**src/rtl/vt100_pkg.sv**
```systemverilog
// Shared constants for the VT100 byte-stream decoder: opcodes, special bytes,
// FSM state encoding and small decode helpers.
package vt100_pkg;

  localparam logic [3:0] OP_NOP  = 4'd0;
  localparam logic [3:0] OP_PUTC = 4'd1;
  localparam logic [3:0] OP_CR   = 4'd2;
  localparam logic [3:0] OP_LF   = 4'd3;
  localparam logic [3:0] OP_BS   = 4'd4;
  localparam logic [3:0] OP_TAB  = 4'd5;
  localparam logic [3:0] OP_CUP  = 4'd6;
  localparam logic [3:0] OP_CUU  = 4'd7;
  localparam logic [3:0] OP_CUD  = 4'd8;
  localparam logic [3:0] OP_CUF  = 4'd9;
  localparam logic [3:0] OP_CUB  = 4'd10;
  localparam logic [3:0] OP_ED   = 4'd11;
  localparam logic [3:0] OP_EL   = 4'd12;
  localparam logic [3:0] OP_RIS  = 4'd13;

  localparam logic [7:0] ESC      = 8'h1B;
  localparam logic [7:0] CAN      = 8'h18;
  localparam logic [7:0] SUB      = 8'h1A;
  localparam logic [7:0] LBRACKET = 8'h5B;

  typedef enum logic [1:0] {
    ST_IDLE = 2'd0,
    ST_ESC  = 2'd1,
    ST_CSI  = 2'd2
  } state_e;

  // C0 controls that map directly to a command; NOP for everything else.
  function automatic logic [3:0] ctrl_op(input logic [7:0] b);
    case (b)
      8'h0D:   return OP_CR;
      8'h0A:   return OP_LF;
      8'h08:   return OP_BS;
      8'h09:   return OP_TAB;
      default: return OP_NOP;
    endcase
  endfunction

  // 1-based parameter (0 meaning default 1) to 0-based coordinate, clamped.
  function automatic logic [7:0] cup_coord(input logic [7:0] p, input logic [7:0] lim);
    logic [7:0] v;
    v = (p == 8'd0) ? 8'd0 : p - 8'd1;
    return (v > lim) ? lim : v;
  endfunction

endpackage

```
**src/rtl/vt100_parser_if.sv**
```systemverilog
// Byte-in / command-out bundle between the UART receiver, the parser and the
// terminal buffer.
interface vt100_parser_if;
  logic [7:0] i_byte;
  logic       i_byte_v;
  logic [3:0] o_op;
  logic [7:0] o_arg0;
  logic [7:0] o_arg1;
  logic       o_cmd_v;

  modport slave  (input  i_byte, i_byte_v, output o_op, o_arg0, o_arg1, o_cmd_v);
  modport master (output i_byte, i_byte_v, input  o_op, o_arg0, o_arg1, o_cmd_v);
endinterface

```
**src/rtl/vt100_param_acc.sv**
```systemverilog
// Two-slot saturating decimal accumulator for CSI parameters; slot index
// advances on ';' and stops at 2 so extra parameters are dropped.
module vt100_param_acc (
  input  logic       clk,
  input  logic       rst,
  input  logic       clr_i,
  input  logic       digit_i,
  input  logic [3:0] digit_val_i,
  input  logic       sep_i,
  output logic [7:0] p0_o,
  output logic [7:0] p1_o
);

  logic [7:0]  p0_q, p0_d, p1_q, p1_d;
  logic [1:0]  pidx_q, pidx_d;
  logic [7:0]  cur;
  logic [11:0] wide;
  logic [7:0]  sat;

  always_comb begin
    cur  = (pidx_q == 2'd0) ? p0_q : p1_q;
    wide = {4'd0, cur} * 12'd10 + {8'd0, digit_val_i};
    sat  = (wide > 12'd255) ? 8'd255 : wide[7:0];
  end

  always_comb begin
    p0_d   = p0_q;
    p1_d   = p1_q;
    pidx_d = pidx_q;
    if (clr_i) begin
      p0_d   = 8'd0;
      p1_d   = 8'd0;
      pidx_d = 2'd0;
    end else if (digit_i) begin
      if (pidx_q == 2'd0)      p0_d = sat;
      else if (pidx_q == 2'd1) p1_d = sat;
    end else if (sep_i) begin
      if (pidx_q != 2'd2) pidx_d = pidx_q + 2'd1;
    end
  end

  always_ff @(posedge clk) begin
    if (rst) begin
      p0_q   <= 8'd0;
      p1_q   <= 8'd0;
      pidx_q <= 2'd0;
    end else begin
      p0_q   <= p0_d;
      p1_q   <= p1_d;
      pidx_q <= pidx_d;
    end
  end

  assign p0_o = p0_q;
  assign p1_o = p1_q;

endmodule

```
**src/rtl/vt100_parser.sv**
```systemverilog
// VT100 subset decoder: turns received bytes into terminal-buffer commands,
// one registered command strobe per completing byte.
//
// state    | meaning
// ST_IDLE  | ground state: printables and C0 controls
// ST_ESC   | ESC seen, waiting for '[' or 'c'
// ST_CSI   | inside ESC[ ... collecting params until a final byte
module vt100_parser
  import vt100_pkg::*;
#(
  parameter int COLS = 80,
  parameter int ROWS = 24
) (
  input  logic           clk,
  input  logic           rst,
  vt100_parser_if.slave  bus
);

  localparam logic [7:0] ROW_MAX = 8'(ROWS - 1);
  localparam logic [7:0] COL_MAX = 8'(COLS - 1);

  state_e     state_q, state_d;
  logic       ign_q, ign_d;
  logic       cmd_v_q, cmd_v_d;
  logic [3:0] op_q, op_d;
  logic [7:0] arg0_q, arg0_d, arg1_q, arg1_d;
  logic       acc_clr, acc_digit, acc_sep;
  logic [7:0] p0, p1;
  logic [7:0] b;
  logic       is_final, is_digit, is_ign;

  assign b        = bus.i_byte;
  assign is_final = (b >= 8'h40) && (b <= 8'h7E);
  assign is_digit = (b >= 8'h30) && (b <= 8'h39);
  assign is_ign   = ((b >= 8'h3C) && (b <= 8'h3F)) || ((b >= 8'h20) && (b <= 8'h2F));

  vt100_param_acc u_acc (
    .clk         (clk),
    .rst         (rst),
    .clr_i       (acc_clr),
    .digit_i     (acc_digit),
    .digit_val_i (b[3:0]),
    .sep_i       (acc_sep),
    .p0_o        (p0),
    .p1_o        (p1)
  );

  always_ff @(posedge clk) begin
    if (rst) begin
      state_q <= ST_IDLE;
      ign_q   <= 1'b0;
      cmd_v_q <= 1'b0;
      op_q    <= OP_NOP;
      arg0_q  <= 8'd0;
      arg1_q  <= 8'd0;
    end else begin
      state_q <= state_d;
      ign_q   <= ign_d;
      cmd_v_q <= cmd_v_d;
      op_q    <= op_d;
      arg0_q  <= arg0_d;
      arg1_q  <= arg1_d;
    end
  end

  always_comb begin
    state_d   = state_q;
    ign_d     = ign_q;
    acc_clr   = 1'b0;
    acc_digit = 1'b0;
    acc_sep   = 1'b0;
    if (bus.i_byte_v) begin
      case (state_q)
        ST_IDLE: if (b == ESC) state_d = ST_ESC;
        ST_ESC: begin
          if (b == LBRACKET) begin
            state_d = ST_CSI;
            ign_d   = 1'b0;
            acc_clr = 1'b1;
          end else if (b != ESC) begin
            state_d = ST_IDLE;
          end
        end
        ST_CSI: begin
          if (b == ESC)                    state_d = ST_ESC;
          else if (b == CAN || b == SUB)   state_d = ST_IDLE;
          else if (is_final)               state_d = ST_IDLE;
          else if (is_digit)               acc_digit = 1'b1;
          else if (b == 8'h3B)             acc_sep = 1'b1;
          else if (is_ign)                 ign_d = 1'b1;
        end
        default: state_d = ST_IDLE;
      endcase
    end
  end

  always_comb begin
    cmd_v_d = 1'b0;
    op_d    = op_q;
    arg0_d  = arg0_q;
    arg1_d  = arg1_q;
    if (bus.i_byte_v) begin
      case (state_q)
        ST_IDLE: begin
          if (b >= 8'h20 && b <= 8'h7E) begin
            cmd_v_d = 1'b1;
            op_d    = OP_PUTC;
            arg0_d  = b;
            arg1_d  = 8'd0;
          end else if (ctrl_op(b) != OP_NOP) begin
            cmd_v_d = 1'b1;
            op_d    = ctrl_op(b);
            arg0_d  = 8'd0;
            arg1_d  = 8'd0;
          end
        end
        ST_ESC: begin
          if (b == 8'h63) begin
            cmd_v_d = 1'b1;
            op_d    = OP_RIS;
            arg0_d  = 8'd0;
            arg1_d  = 8'd0;
          end
        end
        ST_CSI: begin
          // Controls embedded in a sequence execute without disturbing it.
          if (ctrl_op(b) != OP_NOP) begin
            cmd_v_d = 1'b1;
            op_d    = ctrl_op(b);
            arg0_d  = 8'd0;
            arg1_d  = 8'd0;
          end else if (is_final && !ign_q) begin
            case (b)
              8'h48, 8'h66: begin
                cmd_v_d = 1'b1;
                op_d    = OP_CUP;
                arg0_d  = cup_coord(p0, ROW_MAX);
                arg1_d  = cup_coord(p1, COL_MAX);
              end
              8'h41, 8'h42, 8'h43, 8'h44: begin
                cmd_v_d = 1'b1;
                op_d    = OP_CUU + {2'd0, b[1:0] - 2'd1};
                arg0_d  = (p0 == 8'd0) ? 8'd1 : p0;
                arg1_d  = 8'd0;
              end
              8'h4A, 8'h4B: begin
                if (p0 <= 8'd2) begin
                  cmd_v_d = 1'b1;
                  op_d    = (b == 8'h4A) ? OP_ED : OP_EL;
                  arg0_d  = p0;
                  arg1_d  = 8'd0;
                end
              end
              default: cmd_v_d = 1'b0;
            endcase
          end
        end
        default: cmd_v_d = 1'b0;
      endcase
    end
  end

  assign bus.o_cmd_v = cmd_v_q;
  assign bus.o_op    = op_q;
  assign bus.o_arg0  = arg0_q;
  assign bus.o_arg1  = arg1_q;

endmodule

```
**src/flat_wrapper.sv**
```systemverilog
// flat-port wrapper written by rule: the top's interface ports become plain ports
module vt100_parser_flat import vt100_pkg::*;
#(
  parameter int COLS = 80,
  parameter int ROWS = 24
)
  (clk, rst, bus_i_byte, bus_i_byte_v, bus_o_op, bus_o_arg0, bus_o_arg1, bus_o_cmd_v);
  vt100_parser_if bus_i ();
  input  logic clk;
  input  logic rst;
  input wire logic [$bits(bus_i.i_byte)-1:0] bus_i_byte;
  input wire logic [$bits(bus_i.i_byte_v)-1:0] bus_i_byte_v;
  output wire logic [$bits(bus_i.o_op)-1:0] bus_o_op;
  output wire logic [$bits(bus_i.o_arg0)-1:0] bus_o_arg0;
  output wire logic [$bits(bus_i.o_arg1)-1:0] bus_o_arg1;
  output wire logic [$bits(bus_i.o_cmd_v)-1:0] bus_o_cmd_v;
  assign bus_i.i_byte = bus_i_byte;
  assign bus_i.i_byte_v = bus_i_byte_v;
  assign bus_o_op = bus_i.o_op;
  assign bus_o_arg0 = bus_i.o_arg0;
  assign bus_o_arg1 = bus_i.o_arg1;
  assign bus_o_cmd_v = bus_i.o_cmd_v;
  vt100_parser #(.COLS(COLS), .ROWS(ROWS)) u_core (.clk(clk), .rst(rst), .bus(bus_i));
endmodule
```
**config.mk**
```make
export PLATFORM = sky130hd
export DESIGN_NAME = vt100_parser_flat
export DESIGN_NICKNAME = d
export VERILOG_FILES = /design/src/rtl/vt100_pkg.sv /design/src/rtl/vt100_parser_if.sv /design/src/rtl/vt100_param_acc.sv /design/src/rtl/vt100_parser.sv /design/src/flat_wrapper.sv
export SDC_FILE = /design/constraint.sdc
export NUM_CORES = 1
export LEC_CHECK = 0
export BUFFER_PORTS_ARGS = -buffer_cell sky130_fd_sc_hd__buf_2
export CORE_ASPECT_RATIO = 1.5
export CORE_MARGIN = 4
export CORE_UTILIZATION = 45
export DETAILED_ROUTE_END_ITERATION = 8
export PLACE_DENSITY = 0.68
export SKIP_LAST_GASP = 1
export SYNTH_ARGS = -nofsm -noshare
export SYNTH_HDL_FRONTEND = slang
export SYNTH_SLANG_ARGS = --single-unit
```
**constraint.sdc**
```tcl
create_clock -name clk -period 12.3 [get_ports clk]
set_input_delay 1.23 -clock clk [delete_from_list [all_inputs] [get_ports clk]]
set_output_delay 1.23 -clock clk [all_outputs]
set_load 0.02 [all_outputs]
```
==> flow_summary.toml <==
[timing]
setup_tns_ps = 0
fin_crit_ps = 4810
slew_headroom_pct = 19.5
setup_violations = 0
worstMarginPinSlew_ps = 1210
finalClockSkew_ps = 7.37
rsz0062_at_grt = "false"
holdWs_ps = 476
fmax_mhz = 208
slew_viol_final = 0
post-route-period-util_pct = 39.1
setup_slack_ps = 7490
hold_viol_final = 0

[synthesis]
yosysMostFrequentCell = "dfxtp_1"
ys_seq_area_share_pct = 21.6
yosysTopAreaCellShare_pct = 21.6
syn_nets = 519
async_reset_ff_share_pct = 0
synth_cell_types = 83
synth_cells = 478
synth_ff_type = "dfxtp_1"
synth_common_cells = "dfxtp_1, o21ai_0, a21oi_1"
ys.warnings.count = 0
synth_top_area_cell = "dfxtp_1"
synth_edf_count = 0
ys_ff_latch = 42
synth_area_mm2 = 0.00389
syn_avg_cell_area_um2 = 8.14
synthTopCellsByArea = "dfxtp_1, ha_1, o21ai_0"

[cts]
clk_latency_ps = 290
clock_sink_count = 42
cts_root_buffer = "clkbuf_16"
clk_pin_slew_ps = 70
cts_tree = "yes"
post_cts_buffers = 0
numCtsBuffers = 5
post_cts_resized = 0
hold_buffers = 0
htree_levels = 2
cts.path.max_buffers = 2

[placement]
io_buffers = 31
place_ws_ps = 7510
place_hpwl_um = 8150
dpl.cell_count = 586
place_area_mm2 = 0.00397
globalplace.congestion = 0.982

[run_status]
status = "complete, no violations"

[setup_path]
regToRegEndpoint = "u_core.u_acc.p0_o[4]$_SDFFE_PP0P_"
reg2reg_setup_slack_ps = 7490
crit_type = "reg -> reg"
path_max_fanout = 16
ff2ff_path_depth = 13
worstPathRequired_ps = 12410
rr_startpoint = "u_core.u_acc.pidx_q[0]$_SDFFE_PP0P_"
critPathLaunchType = "register"
worstPathArrival_ps = 4920
critPathCaptureType = "register"

[drt]
via_per_inst = 6.35
vias = 3774
first_pass_iters = 5
wl_per_cell_um = 18.1
route.detailed.drc = 0
ant_nets = 0
first_iter_violations = 379
wl_um = 10700

[power_and_ir_drop]
switching_share_pct = 28.0
pwr-share-clk_pct = 44.3
p_comb_share_pct = 11.8
power.internal_mw = 0.228
switching_power_mw = 0.0886
power.density_mw_per_mm2 = 76.8
seq_power_share_pct = 43.9
leakage_nw = 1.64
peakVddDrop_mv = 0.0914
fin_total_pwr_mw = 0.317

[global_routing]
grt_pass1_vias = 3463
globalRouteOverflowTotal = 0
grt_max_degree = 27
grt_usage_pct = 20.5
grt_antenna_before_repair = 0
grt_pass1_wl_um = 17100

[hold_path]
worstHoldEndpoint = "u_core.bus.o_arg1[7]$_SDFFE_PP0P_"
worstHoldStart = "u_core.bus.o_arg1[7]$_SDFFE_PP0P_"
hp-class = "reg -> reg"
min_path_cells = 1

[floorplan]
io_pins = 32
rows = 41
die_w_um = 83.9
die_h_um = 122
core_mm2 = 0.00841
dieArea_mm2 = 0.0102
start_util_pct = 46.2

[finish]
final_cells = 594
fin_area_mm2 = 0.00413
drive_above_1_share_pct = 15.4
syn2layout_area_growth_pct = 6.05
n_fill_cell = 850
finalNetCount = 527
final_util_pct = 49.0
antenna_cells = 0

[run]
max_cap_viol_count = 0
critical path: stages, from the launching register on:
cell	delay [ps]
dfxtp_1	320
inv_1	110
ha_1	510
mux2i_1	360
inv_1	80
ha_1	300
ha_1	230
fa_1	410
xor2_1	290
o2111ai_1	240
nor3_1	310
mux2_2	380
o31ai_2	840
a41oi_1	240
power by group through the flow:
stage | Combinational [mW] | Clock, mW | Sequential [mW]
6_report | 0.0373 | 0.140 | 0.139
5_1_grt | 0.0405 | 0.146 | 0.139
4_1_cts | 0.0369 | 0.141 | 0.139
3_5_place_dp | 0.0368 | 0 | 0.142
3_3_place_gp | 0.0365 | 0 | 0.142
2_1_floorplan | 0.0253 | 0 | 0.145
final cells by class:
class / count / area (µm²) / area share, %
flip-flops and latches: 42 / 841 / 20.4
clock buffers: 5 / 125 / 3.03
repair buffers: 32 / 163 / 3.94
clock inverters: 3 / 28.8 / 0.698
well taps: 107 / 134 / 3.25
inverters: 29 / 109 / 2.64
multi-input cells: 376 / 2730 / 66.1
registers in the layout, summed over array words and instances, names as in the netlist:
| signal | count |
|---|---|
| u_core.bus.o_cmd_v | 1 |
| u_core.bus.o_arg1 | 8 |
| u_core.u_acc.pidx_q | 2 |
| u_core.bus.o_arg0 | 8 |
| u_core.u_acc.p0_o | 8 |
| u_core.state_q | 2 |
| u_core.bus.o_op | 4 |
| u_core.ign_q | 1 |
| u_core.u_acc.p1_o | 8 |
metal layers:
metal / global-route usage (%) / part of all wire (%) / up-vias
li1: - / - / 1832
met1: 23.4 / 40 / 1759
met2: 38.5 / 52 / 151
met3: 2.84 / 4.7 / 32
met4: 7.75 / 3.8 / 0
met5: 0 / 0 / -
worst max-delay path by stage:
stage / slack (ps) / cells past startpoint / from / endpoint
floorplan: 8150 / 15 / u_core.u_acc.pidx_q[0]$_SDFFE_PP0P_ / u_core.u_acc.p1_o[3]$_SDFFE_PP0P_
global placement: 7730 / 13 / u_core.u_acc.pidx_q[0]$_SDFFE_PP0P_ / u_core.u_acc.p1_o[6]$_SDFFE_PP0P_
detailed placement: 7510 / 13 / u_core.u_acc.pidx_q[0]$_SDFFE_PP0P_ / u_core.u_acc.p0_o[4]$_SDFFE_PP0P_
CTS: 7510 / 13 / u_core.u_acc.pidx_q[0]$_SDFFE_PP0P_ / u_core.u_acc.p0_o[4]$_SDFFE_PP0P_
global route: 7160 / 13 / u_core.u_acc.pidx_q[0]$_SDFFE_PP0P_ / u_core.u_acc.p1_o[4]$_SDFFE_PP0P_
finish: 7490 / 13 / u_core.u_acc.pidx_q[0]$_SDFFE_PP0P_ / u_core.u_acc.p0_o[4]$_SDFFE_PP0P_
layout by cell type (no fill, tap or decap), drive strengths merged, types with 4 or more instances in the layout:
| cell type | count |
|---|---|
| a311oi | 9 |
| nor2b | 5 |
| xor2 | 9 |
| o31ai | 5 |
| nand4 | 6 |
| nand3 | 15 |
| buf | 32 |
| and2 | 6 |
| a41oi | 17 |
| a211oi | 8 |
| and3 | 5 |
| clkbuf | 5 |
| o2111ai | 7 |
| mux2i | 7 |
| inv | 31 |
| nor3 | 14 |
| nor3b | 5 |
| nand2b | 10 |
| dfxtp | 42 |
| a21o | 4 |
| o21ai | 42 |
| a21oi | 33 |
| or3 | 5 |
| nor2 | 30 |
| xnor2 | 9 |
| nand3b | 4 |
| nand2 | 25 |
| ha | 28 |
| nor4 | 8 |
| a31oi | 4 |
kinds of logic after synthesis:
| family | synth area share (%) |
|---|---|
| buffers and inverters | 8.33 |
| muxes | 2.67 |
| AOI/OAI and AO/OA | 30.1 |
| and+or+nand+nor | 23.2 |
| xor gates and xnor gates | 4.05 |
| adders and majority gates | 10.0 |
| DFF | 21.6 |
(Power assumes the default switching activity.)
